File: config.mk
export PLATFORM = sky130hd
export DESIGN_NAME = riscv_core_fwd_ctrl_flat
export DESIGN_NICKNAME = d
export VERILOG_FILES = /design/src/rtl/riscv_core_fwd_ctrl_if.sv /design/src/rtl/riscv_core_fwd_ctrl.sv /design/src/flat_wrapper.sv
export SDC_FILE = /design/constraint.sdc
export NUM_CORES = 1
export LEC_CHECK = 0
export ABC_AREA = 0
export ABC_CLOCK_PERIOD_IN_PS = 1490
export BUFFER_PORTS_ARGS = -buffer_cell sky130_fd_sc_hd__buf_4
export CORE_ASPECT_RATIO = 1.2
export CORE_MARGIN = 8
export CORE_UTILIZATION = 45
export DETAILED_ROUTE_END_ITERATION = 12
export PLACE_DENSITY = 0.75
export SLEW_MARGIN = 5
export SYNTH_ARGS = -nofsm -noshare
export SYNTH_HDL_FRONTEND = slang
export SYNTH_SLANG_ARGS = --single-unit
File: constraint.sdc
create_clock -name i_clk -period 1.49 [get_ports i_clk]
set_input_delay 0.0745 -clock i_clk [delete_from_list [all_inputs] [get_ports i_clk]]
set_output_delay 0.0745 -clock i_clk [all_outputs]
set_load 0.05 [all_outputs]
File: src/rtl/riscv_core_fwd_ctrl_if.sv
// rtl/riscv_core_fwd_ctrl_if.sv - ID-stage operand/hazard bundle between pipeline and forwarding controller
// RISCV_CORE_FWD_STALL_CNT_EN adds the stall counter and its clear to the bundle.
interface riscv_core_fwd_ctrl_if #(
  parameter int REG_AW = 5
);
  logic              i_id_valid;
  logic [REG_AW-1:0] i_id_rs1;
  logic [REG_AW-1:0] i_id_rs2;
  logic              i_id_use_rs1;
  logic              i_id_use_rs2;
  logic [REG_AW-1:0] i_id_rd;
  logic              i_id_regwrite;
  logic              i_id_memread;
  logic              i_mem_stall;
  logic              i_flush;
  logic [1:0]        o_fwd_a_sel;
  logic [1:0]        o_fwd_b_sel;
  logic              o_stall;
  logic              o_bubble;
`ifdef RISCV_CORE_FWD_STALL_CNT_EN
  logic              i_stall_cnt_clr;
  logic [31:0]       o_stall_cnt;
`endif

  modport master (
    output i_id_valid, i_id_rs1, i_id_rs2, i_id_use_rs1, i_id_use_rs2,
           i_id_rd, i_id_regwrite, i_id_memread, i_mem_stall, i_flush,
`ifdef RISCV_CORE_FWD_STALL_CNT_EN
    output i_stall_cnt_clr,
    input  o_stall_cnt,
`endif
    input  o_fwd_a_sel, o_fwd_b_sel, o_stall, o_bubble
  );

  modport slave (
    input  i_id_valid, i_id_rs1, i_id_rs2, i_id_use_rs1, i_id_use_rs2,
           i_id_rd, i_id_regwrite, i_id_memread, i_mem_stall, i_flush,
`ifdef RISCV_CORE_FWD_STALL_CNT_EN
    input  i_stall_cnt_clr,
    output o_stall_cnt,
`endif
    output o_fwd_a_sel, o_fwd_b_sel, o_stall, o_bubble
  );
endinterface

File: src/rtl/riscv_core_fwd_ctrl.sv
// rtl/riscv_core_fwd_ctrl.sv - RV64I EX operand forwarding selects, load-use bubble, freeze and flush control
// Optional saturating stall-cycle counter under RISCV_CORE_FWD_STALL_CNT_EN.
module riscv_core_fwd_ctrl #(
  parameter int REG_AW = 5
) (
  input  logic                 i_clk,
  input  logic                 i_rst_n,
  riscv_core_fwd_ctrl_if.slave bus
);

  typedef enum logic [1:0] {
    RUN        = 2'd0,
    LOAD_STALL = 2'd1,
    MEM_HOLD   = 2'd2
  } state_t;

  state_t state_q, state_d;

  // MEM/WB is not tracked: its producer is covered by the write-first register file.
  logic              idex_valid_q, idex_valid_d;
  logic [REG_AW-1:0] idex_rd_q, idex_rd_d;
  logic              idex_regwrite_q, idex_regwrite_d;
  logic              idex_memread_q, idex_memread_d;
  logic              exmem_valid_q, exmem_valid_d;
  logic [REG_AW-1:0] exmem_rd_q, exmem_rd_d;
  logic              exmem_regwrite_q, exmem_regwrite_d;
  logic [1:0]        sel_a_q, sel_a_d;
  logic [1:0]        sel_b_q, sel_b_d;
  logic              pend_flush_q, pend_flush_d;

  logic advance, kill, load_use, stall, id_kill;
  logic idex_wr, exmem_wr;
  logic a_ex, a_mem, b_ex, b_mem;
  logic [1:0] sel_a_new, sel_b_new;

  assign advance  = !bus.i_mem_stall;
  assign kill     = bus.i_flush | pend_flush_q;

  assign idex_wr  = idex_valid_q & idex_regwrite_q & (idex_rd_q != '0);
  assign exmem_wr = exmem_valid_q & exmem_regwrite_q & (exmem_rd_q != '0);

  assign a_ex  = bus.i_id_use_rs1 & idex_wr  & (idex_rd_q  == bus.i_id_rs1);
  assign a_mem = bus.i_id_use_rs1 & exmem_wr & (exmem_rd_q == bus.i_id_rs1);
  assign b_ex  = bus.i_id_use_rs2 & idex_wr  & (idex_rd_q  == bus.i_id_rs2);
  assign b_mem = bus.i_id_use_rs2 & exmem_wr & (exmem_rd_q == bus.i_id_rs2);

  assign sel_a_new = a_ex ? 2'b10 : (a_mem ? 2'b01 : 2'b00);
  assign sel_b_new = b_ex ? 2'b10 : (b_mem ? 2'b01 : 2'b00);

  assign load_use = bus.i_id_valid & idex_memread_q & (a_ex | b_ex);
  // A flush on an advancing edge supersedes the load-use stall: the dependent op dies anyway.
  assign stall    = load_use & !(advance & kill);
  assign id_kill  = stall | kill | !bus.i_id_valid;

  assign bus.o_stall     = stall;
  assign bus.o_bubble    = advance & (stall | kill);
  assign bus.o_fwd_a_sel = sel_a_q;
  assign bus.o_fwd_b_sel = sel_b_q;

  always_comb begin
    idex_valid_d     = idex_valid_q;
    idex_rd_d        = idex_rd_q;
    idex_regwrite_d  = idex_regwrite_q;
    idex_memread_d   = idex_memread_q;
    exmem_valid_d    = exmem_valid_q;
    exmem_rd_d       = exmem_rd_q;
    exmem_regwrite_d = exmem_regwrite_q;
    sel_a_d          = sel_a_q;
    sel_b_d          = sel_b_q;
    pend_flush_d     = pend_flush_q | bus.i_flush;
    if (advance) begin
      pend_flush_d     = 1'b0;
      exmem_valid_d    = idex_valid_q;
      exmem_rd_d       = idex_rd_q;
      exmem_regwrite_d = idex_regwrite_q;
      if (id_kill) begin
        idex_valid_d    = 1'b0;
        idex_rd_d       = '0;
        idex_regwrite_d = 1'b0;
        idex_memread_d  = 1'b0;
        sel_a_d         = 2'b00;
        sel_b_d         = 2'b00;
      end else begin
        idex_valid_d    = 1'b1;
        idex_rd_d       = bus.i_id_rd;
        idex_regwrite_d = bus.i_id_regwrite;
        idex_memread_d  = bus.i_id_memread;
        sel_a_d         = sel_a_new;
        sel_b_d         = sel_b_new;
      end
    end
  end

  always_comb begin
    state_d = state_q;
    unique case (state_q)
      RUN: begin
        if (!advance)   state_d = MEM_HOLD;
        else if (stall) state_d = LOAD_STALL;
      end
      LOAD_STALL: state_d = advance ? RUN : MEM_HOLD;
      MEM_HOLD:   state_d = advance ? RUN : MEM_HOLD;
      default:    state_d = RUN;
    endcase
  end

  always_ff @(posedge i_clk or negedge i_rst_n) begin
    if (!i_rst_n) begin
      state_q          <= RUN;
      idex_valid_q     <= 1'b0;
      idex_rd_q        <= '0;
      idex_regwrite_q  <= 1'b0;
      idex_memread_q   <= 1'b0;
      exmem_valid_q    <= 1'b0;
      exmem_rd_q       <= '0;
      exmem_regwrite_q <= 1'b0;
      sel_a_q          <= 2'b00;
      sel_b_q          <= 2'b00;
      pend_flush_q     <= 1'b0;
    end else begin
      state_q          <= state_d;
      idex_valid_q     <= idex_valid_d;
      idex_rd_q        <= idex_rd_d;
      idex_regwrite_q  <= idex_regwrite_d;
      idex_memread_q   <= idex_memread_d;
      exmem_valid_q    <= exmem_valid_d;
      exmem_rd_q       <= exmem_rd_d;
      exmem_regwrite_q <= exmem_regwrite_d;
      sel_a_q          <= sel_a_d;
      sel_b_q          <= sel_b_d;
      pend_flush_q     <= pend_flush_d;
    end
  end

`ifdef RISCV_CORE_FWD_STALL_CNT_EN
  logic [31:0] stall_cnt_q, stall_cnt_d;

  always_comb begin
    stall_cnt_d = stall_cnt_q;
    if (bus.i_stall_cnt_clr)                 stall_cnt_d = '0;
    else if (stall && (stall_cnt_q != '1))   stall_cnt_d = stall_cnt_q + 32'd1;
  end

  always_ff @(posedge i_clk or negedge i_rst_n) begin
    if (!i_rst_n) stall_cnt_q <= '0;
    else          stall_cnt_q <= stall_cnt_d;
  end

  assign bus.o_stall_cnt = stall_cnt_q;
`endif

endmodule
File: src/flat_wrapper.sv
// flat-port wrapper written by rule: the top's interface ports become plain ports
module riscv_core_fwd_ctrl_flat 
#(
  parameter int REG_AW = 5
)
  (i_clk, i_rst_n, bus_i_id_valid, bus_i_id_rs1, bus_i_id_rs2, bus_i_id_use_rs1, bus_i_id_use_rs2, bus_i_id_rd, bus_i_id_regwrite, bus_i_id_memread, bus_i_mem_stall, bus_i_flush, bus_o_fwd_a_sel, bus_o_fwd_b_sel, bus_o_stall, bus_o_bubble);
  riscv_core_fwd_ctrl_if #(.REG_AW(REG_AW)) bus_i ();
  input  logic i_clk;
  input  logic i_rst_n;
  input wire logic [$bits(bus_i.i_id_valid)-1:0] bus_i_id_valid;
  input wire logic [$bits(bus_i.i_id_rs1)-1:0] bus_i_id_rs1;
  input wire logic [$bits(bus_i.i_id_rs2)-1:0] bus_i_id_rs2;
  input wire logic [$bits(bus_i.i_id_use_rs1)-1:0] bus_i_id_use_rs1;
  input wire logic [$bits(bus_i.i_id_use_rs2)-1:0] bus_i_id_use_rs2;
  input wire logic [$bits(bus_i.i_id_rd)-1:0] bus_i_id_rd;
  input wire logic [$bits(bus_i.i_id_regwrite)-1:0] bus_i_id_regwrite;
  input wire logic [$bits(bus_i.i_id_memread)-1:0] bus_i_id_memread;
  input wire logic [$bits(bus_i.i_mem_stall)-1:0] bus_i_mem_stall;
  input wire logic [$bits(bus_i.i_flush)-1:0] bus_i_flush;
  output wire logic [$bits(bus_i.o_fwd_a_sel)-1:0] bus_o_fwd_a_sel;
  output wire logic [$bits(bus_i.o_fwd_b_sel)-1:0] bus_o_fwd_b_sel;
  output wire logic [$bits(bus_i.o_stall)-1:0] bus_o_stall;
  output wire logic [$bits(bus_i.o_bubble)-1:0] bus_o_bubble;
  assign bus_i.i_id_valid = bus_i_id_valid;
  assign bus_i.i_id_rs1 = bus_i_id_rs1;
  assign bus_i.i_id_rs2 = bus_i_id_rs2;
  assign bus_i.i_id_use_rs1 = bus_i_id_use_rs1;
  assign bus_i.i_id_use_rs2 = bus_i_id_use_rs2;
  assign bus_i.i_id_rd = bus_i_id_rd;
  assign bus_i.i_id_regwrite = bus_i_id_regwrite;
  assign bus_i.i_id_memread = bus_i_id_memread;
  assign bus_i.i_mem_stall = bus_i_mem_stall;
  assign bus_i.i_flush = bus_i_flush;
  assign bus_o_fwd_a_sel = bus_i.o_fwd_a_sel;
  assign bus_o_fwd_b_sel = bus_i.o_fwd_b_sel;
  assign bus_o_stall = bus_i.o_stall;
  assign bus_o_bubble = bus_i.o_bubble;
  riscv_core_fwd_ctrl #(.REG_AW(REG_AW)) u_core (.i_clk(i_clk), .i_rst_n(i_rst_n), .bus(bus_i));
endmodule
==> key figures <==
Timing
  • Clock skew after layout: 0.002399 ns
  • Tmin final: 1.829 ns
  • Normalized max-slew margin: 71.93%
  • RSZ-0062 raised after global routing: yes
  • Maximum achievable frequency: 546.7 MHz
  • Post-layout worst setup margin: -0.3391 ns
  • Number of endpoints failing setup at the final stage: 13
  • Transition time at the pin with the least slew margin: 0.4197 ns
  • Crit share post-route: 122.8%
  • Setup total negative slack: -2.494 ns
  • Number of max-slew violations in the final report: 0
  • Fin. Hold Viols: 0

Die
  • Chip Height: 69.35 um
  • Die span in x: 60.46 um
  • I/O pin total: 30
  • Initial Util: 46.77%
  • Core footprint: 2282 um2
  • Cell row count: 19
  • Die Outline Area: 4193 um2

Synthesis
  • Number of flops mapped to enable cells by yosys: 0
  • Area fraction in compound gates after synthesis: 14.89%
  • Post-synthesis share of cell area spent on xor and xnor gates: 16.41%
  • Count of warnings emitted by yosys: 0
  • Most used standard cell by instance count after synthesis: sky130_fd_sc_hd__dfrtp_1
  • Arithmetic-cell share of the synthesized area counting full adders, half adders and majority gates: 0%
  • Commonest cells in the synthesized netlist: sky130_fd_sc_hd__dfrtp_1, sky130_fd_sc_hd__xnor2_1, sky130_fd_sc_hd__a22o_1, sky130_fd_sc_hd__xor2_1
  • Area share of the largest cell type after synthesis: 46.89%
  • Most used DFF post-synth: sky130_fd_sc_hd__dfrtp_1
  • Dominant combinational cell family by area after synthesis: XOR/XNOR gates
  • Number of storage elements in the synthesis netlist: 20
  • Library cells used by synthesis: 27
  • Synth area leader: sky130_fd_sc_hd__dfrtp_1
  • Basic-gate share of the synthesized area counting and, or, nand and nor cells: 13.36%
  • Post-synthesis average cell area: 11.12 um2
  • Post-synth net total: 120
  • Post-synthesis instance total: 96
  • Sequential cell area fraction in the yosys report: 46.89%
  • Mux share of post-synthesis cell area: 7.386%
  • Leading post-synthesis cells by cell area: sky130_fd_sc_hd__dfrtp_1, sky130_fd_sc_hd__xnor2_1, sky130_fd_sc_hd__mux2_2, sky130_fd_sc_hd__a22o_1, sky130_fd_sc_hd__xor2_1
  • Cell area after synthesis: 1067 um2
  • Post-synthesis async set-or-reset flop share: 100.0%

Critical path
  • Arrival time of data at the critical path endpoint: 1.75 ns
  • CP Capture Type: output port
  • Required time at the worst-slack endpoint: 1.42 ns
  • Highest fanout seen on the critical path: 4
  • Startpoint kind of the worst setup timing path: flip-flop
  • CP Class: reg -> out

Power
  • Worst VDD drop: 0.0006409 V
  • Internal Power: 0.0008522 W
  • Share of total power consumed by net switching: 26.09%
  • Clock power frac: 27.9%
  • Power share of the sequential group: 51.8%
  • Reported net switching power: 0.0003008 W
  • Fraction of power consumed by combinational cells: 20.3%
  • Total leakage power: 0.7183 nW
  • Power per unit of standard cell area: 745.0 nW/um2

Layout
  • Final Instance Area: 1548 um2
  • Filler instances: 187
  • Number of nets in the final layout: 171
  • Number of antenna cells inserted: 0
  • Footprint of the multi-input gates: 580.6 um2
  • Proportion of layout cells with a drive suffix above 1: 41.10%
  • Area growth, synth to finish: 45.02%
  • Sequential Area: 500.5 um2

Placed design
  • Final Wtd Congestion: 0.7913
  • HPWL reported at the end of detailed placement: 2031 um
  • Cell area after placement: 1370 um2
  • Count of buffers from port buffering: 29

Routing
  • Overall routed net length: 2689 um
  • Routed wire per std cell: 15.19 um
  • Post-route antenna net violation count: 0
  • Total number of vias: 900
  • DRC violation count after routing: 0
  • Pre-antenna DRT Iters: 5
  • Vias per Instance: 5.085
  • DRC marker count from the first detailed-route iteration: 7

Global route
  • Tot GR Track Use: 13.78%
  • Total gr overflow: 0
  • Pin count of the biggest net entering global routing: 23
  • Vias in the first global route: 1029
  • Global-route wire length before repair: 4616 um
  • Initial antenna violation count: 0

Clock tree
  • Root buf cell: sky130_fd_sc_hd__clkbuf_4
  • Maximum clock path buffer count: 2
  • # clock sinks: 20
  • Worst-skew pair later-pin latency: 0.30 ns
  • Clock edge transition at the registers on the reported setup and hold paths: 0.11 ns
  • CTS tree: yes
  • Count of H-tree levels built during CTS: 1
  • Total clock buffers created by CTS: 3

Status
  • Outcome: complete, but fails checks
  • Failing checks: setup timing

Job
  • Number of max-cap violations: 0

Worst hold path
  • Worst min-delay path class: in -> reg
==> flip-flops by register name, summed over array words and instances, names as in the netlist <==
register and cells:
u_core.bus.o_fwd_a_sel 2, u_core.bus.o_fwd_b_sel 2, u_core.exmem_rd_q 5, u_core.exmem_regwrite_q 1
u_core.exmem_valid_q 1, u_core.idex_memread_q 1, u_core.idex_rd_q 5, u_core.idex_regwrite_q 1
u_core.idex_valid_q 1, u_core.pend_flush_q 1
==> power by group through the flow <==
| stage | clock, W | combinational [W] | sequential [W] |
|---|---|---|---|
| 2_1_floorplan | 0 | 0.000107 | 0.000601 |
| 3_3_place_gp | 0 | 0.000202 | 0.000607 |
| 3_5_place_dp | 0 | 0.000204 | 0.000608 |
| 4_1_cts | 0.000331 | 0.000233 | 0.000596 |
| 5_1_grt | 0.000358 | 0.000256 | 0.000600 |
| 6_report | 0.000321 | 0.000235 | 0.000597 |
==> cells by family after synthesis <==
group	count (synthesis)
buf+inv	3
xor+xnor	20
simple gates	28
compound gates	18
flops	20
mux	7
==> final cells by class <==
class                           count  share of cell area (%)
Multi-Input combinational cell     73                   37.51
Sequential cell                    20                   32.34
Timing Repair Buffer               48                   25.06
Tap cell                           31                   2.506
Clock buffer                        4                   2.344
Inverter                            1                  0.2425
==> routing by layer <==
layer | routed length (um) | share of wire [%] | track usage (%)
met2 | 1344 | 50 | 22.86
met3 | 123 | 4.6 | 2.783
met5 | 0 | 0 | 0
met4 | 51 | 1.9 | 5.455
met1 | 1169 | 43 | 16.48
==> repair_timing <==
item	CTS	global route
resized for setup	4	1
pin swaps	3	3
hold endpoints to repair	27	0
setup buffers	4	1
setup endpoints to repair	13	14
hold buffers	8	0
==> worst max-delay path, stage by stage, from the launching register on <==
cell and delay [ns]:
sky130_fd_sc_hd__dfrtp_1 0.44, sky130_fd_sc_hd__xnor2_1 0.18, sky130_fd_sc_hd__nand4_1 0.18, sky130_fd_sc_hd__o22ai_2 0.22, sky130_fd_sc_hd__nand3_2 0.13, sky130_fd_sc_hd__o22ai_2 0.12, sky130_fd_sc_hd__buf_6 0.18
==> final timing paths <==
path / startpoint / to / slack [ns] / cells past startpoint
worst max-delay path: u_core.idex_rd_q[3]$_DFFE_PN0N_ / bus_o_bubble / -0.34 / 6
worst min-delay path: bus_i_flush / u_core.pend_flush_q$_DFF_PN0_ / 0.05 / 3
worst max register to register: u_core.idex_rd_q[3]$_DFFE_PN0N_ / u_core.idex_regwrite_q$_DFFE_PN0N_ / -0.20 / 6
worst min register to register: u_core.idex_valid_q$_DFFE_PN0N_ / u_core.idex_valid_q$_DFFE_PN0N_ / 0.51 / 1
max in group asynchronous: i_rst_n / u_core.bus.o_fwd_a_sel[1]$_DFFE_PN0N_ / 1.11 / 2
min in group asynchronous: i_rst_n / u_core.exmem_rd_q[0]$_DFFE_PN0N_ / 0.17 / 2
==> cell usage in the layout, fill, tap and decap left out, types with 2 or more instances in the layout <==
master                          synthesis  final
sky130_fd_sc_hd__xor2_1                 8      8
sky130_fd_sc_hd__nand2_1                7      7
sky130_fd_sc_hd__nor2_1                 7      6
sky130_fd_sc_hd__a22o_1                 8      8
sky130_fd_sc_hd__nand4_1                2      2
sky130_fd_sc_hd__nand3_1                3      2
sky130_fd_sc_hd__mux2_2                 7      7
sky130_fd_sc_hd__clkbuf_4               0      3
sky130_fd_sc_hd__dlygate4sd3_1          0      8
sky130_fd_sc_hd__o22ai_2                0      2
sky130_fd_sc_hd__dfrtp_1               20     20
sky130_fd_sc_hd__xnor2_1               12     12
sky130_fd_sc_hd__buf_4                  0     38
sky130_fd_sc_hd__nor4_1                 2      2
sky130_fd_sc_hd__buf_6                  0      2
==> through the flow <==
stage | utilization (%) | hold slack (ns) | total power [W] | std cells | worst slack [ns]
after detailed placement | 60.03 | -0.02989 | 0.0008120 | 160 | -0.1366
after floorplan | - | -0.2211 | 0.0007083 | 96 | -0.08160
after CTS | 67.27 | 0.04720 | 0.001160 | 176 | -0.3426
after global routing | 67.82 | 0.03807 | 0.001214 | 177 | -0.4475
final | 67.82 | 0.04910 | 0.001153 | 177 | -0.3391
after global placement | 60.03 | -0.03170 | 0.0008084 | 160 | -0.05457
(Power assumes the default switching activity.)
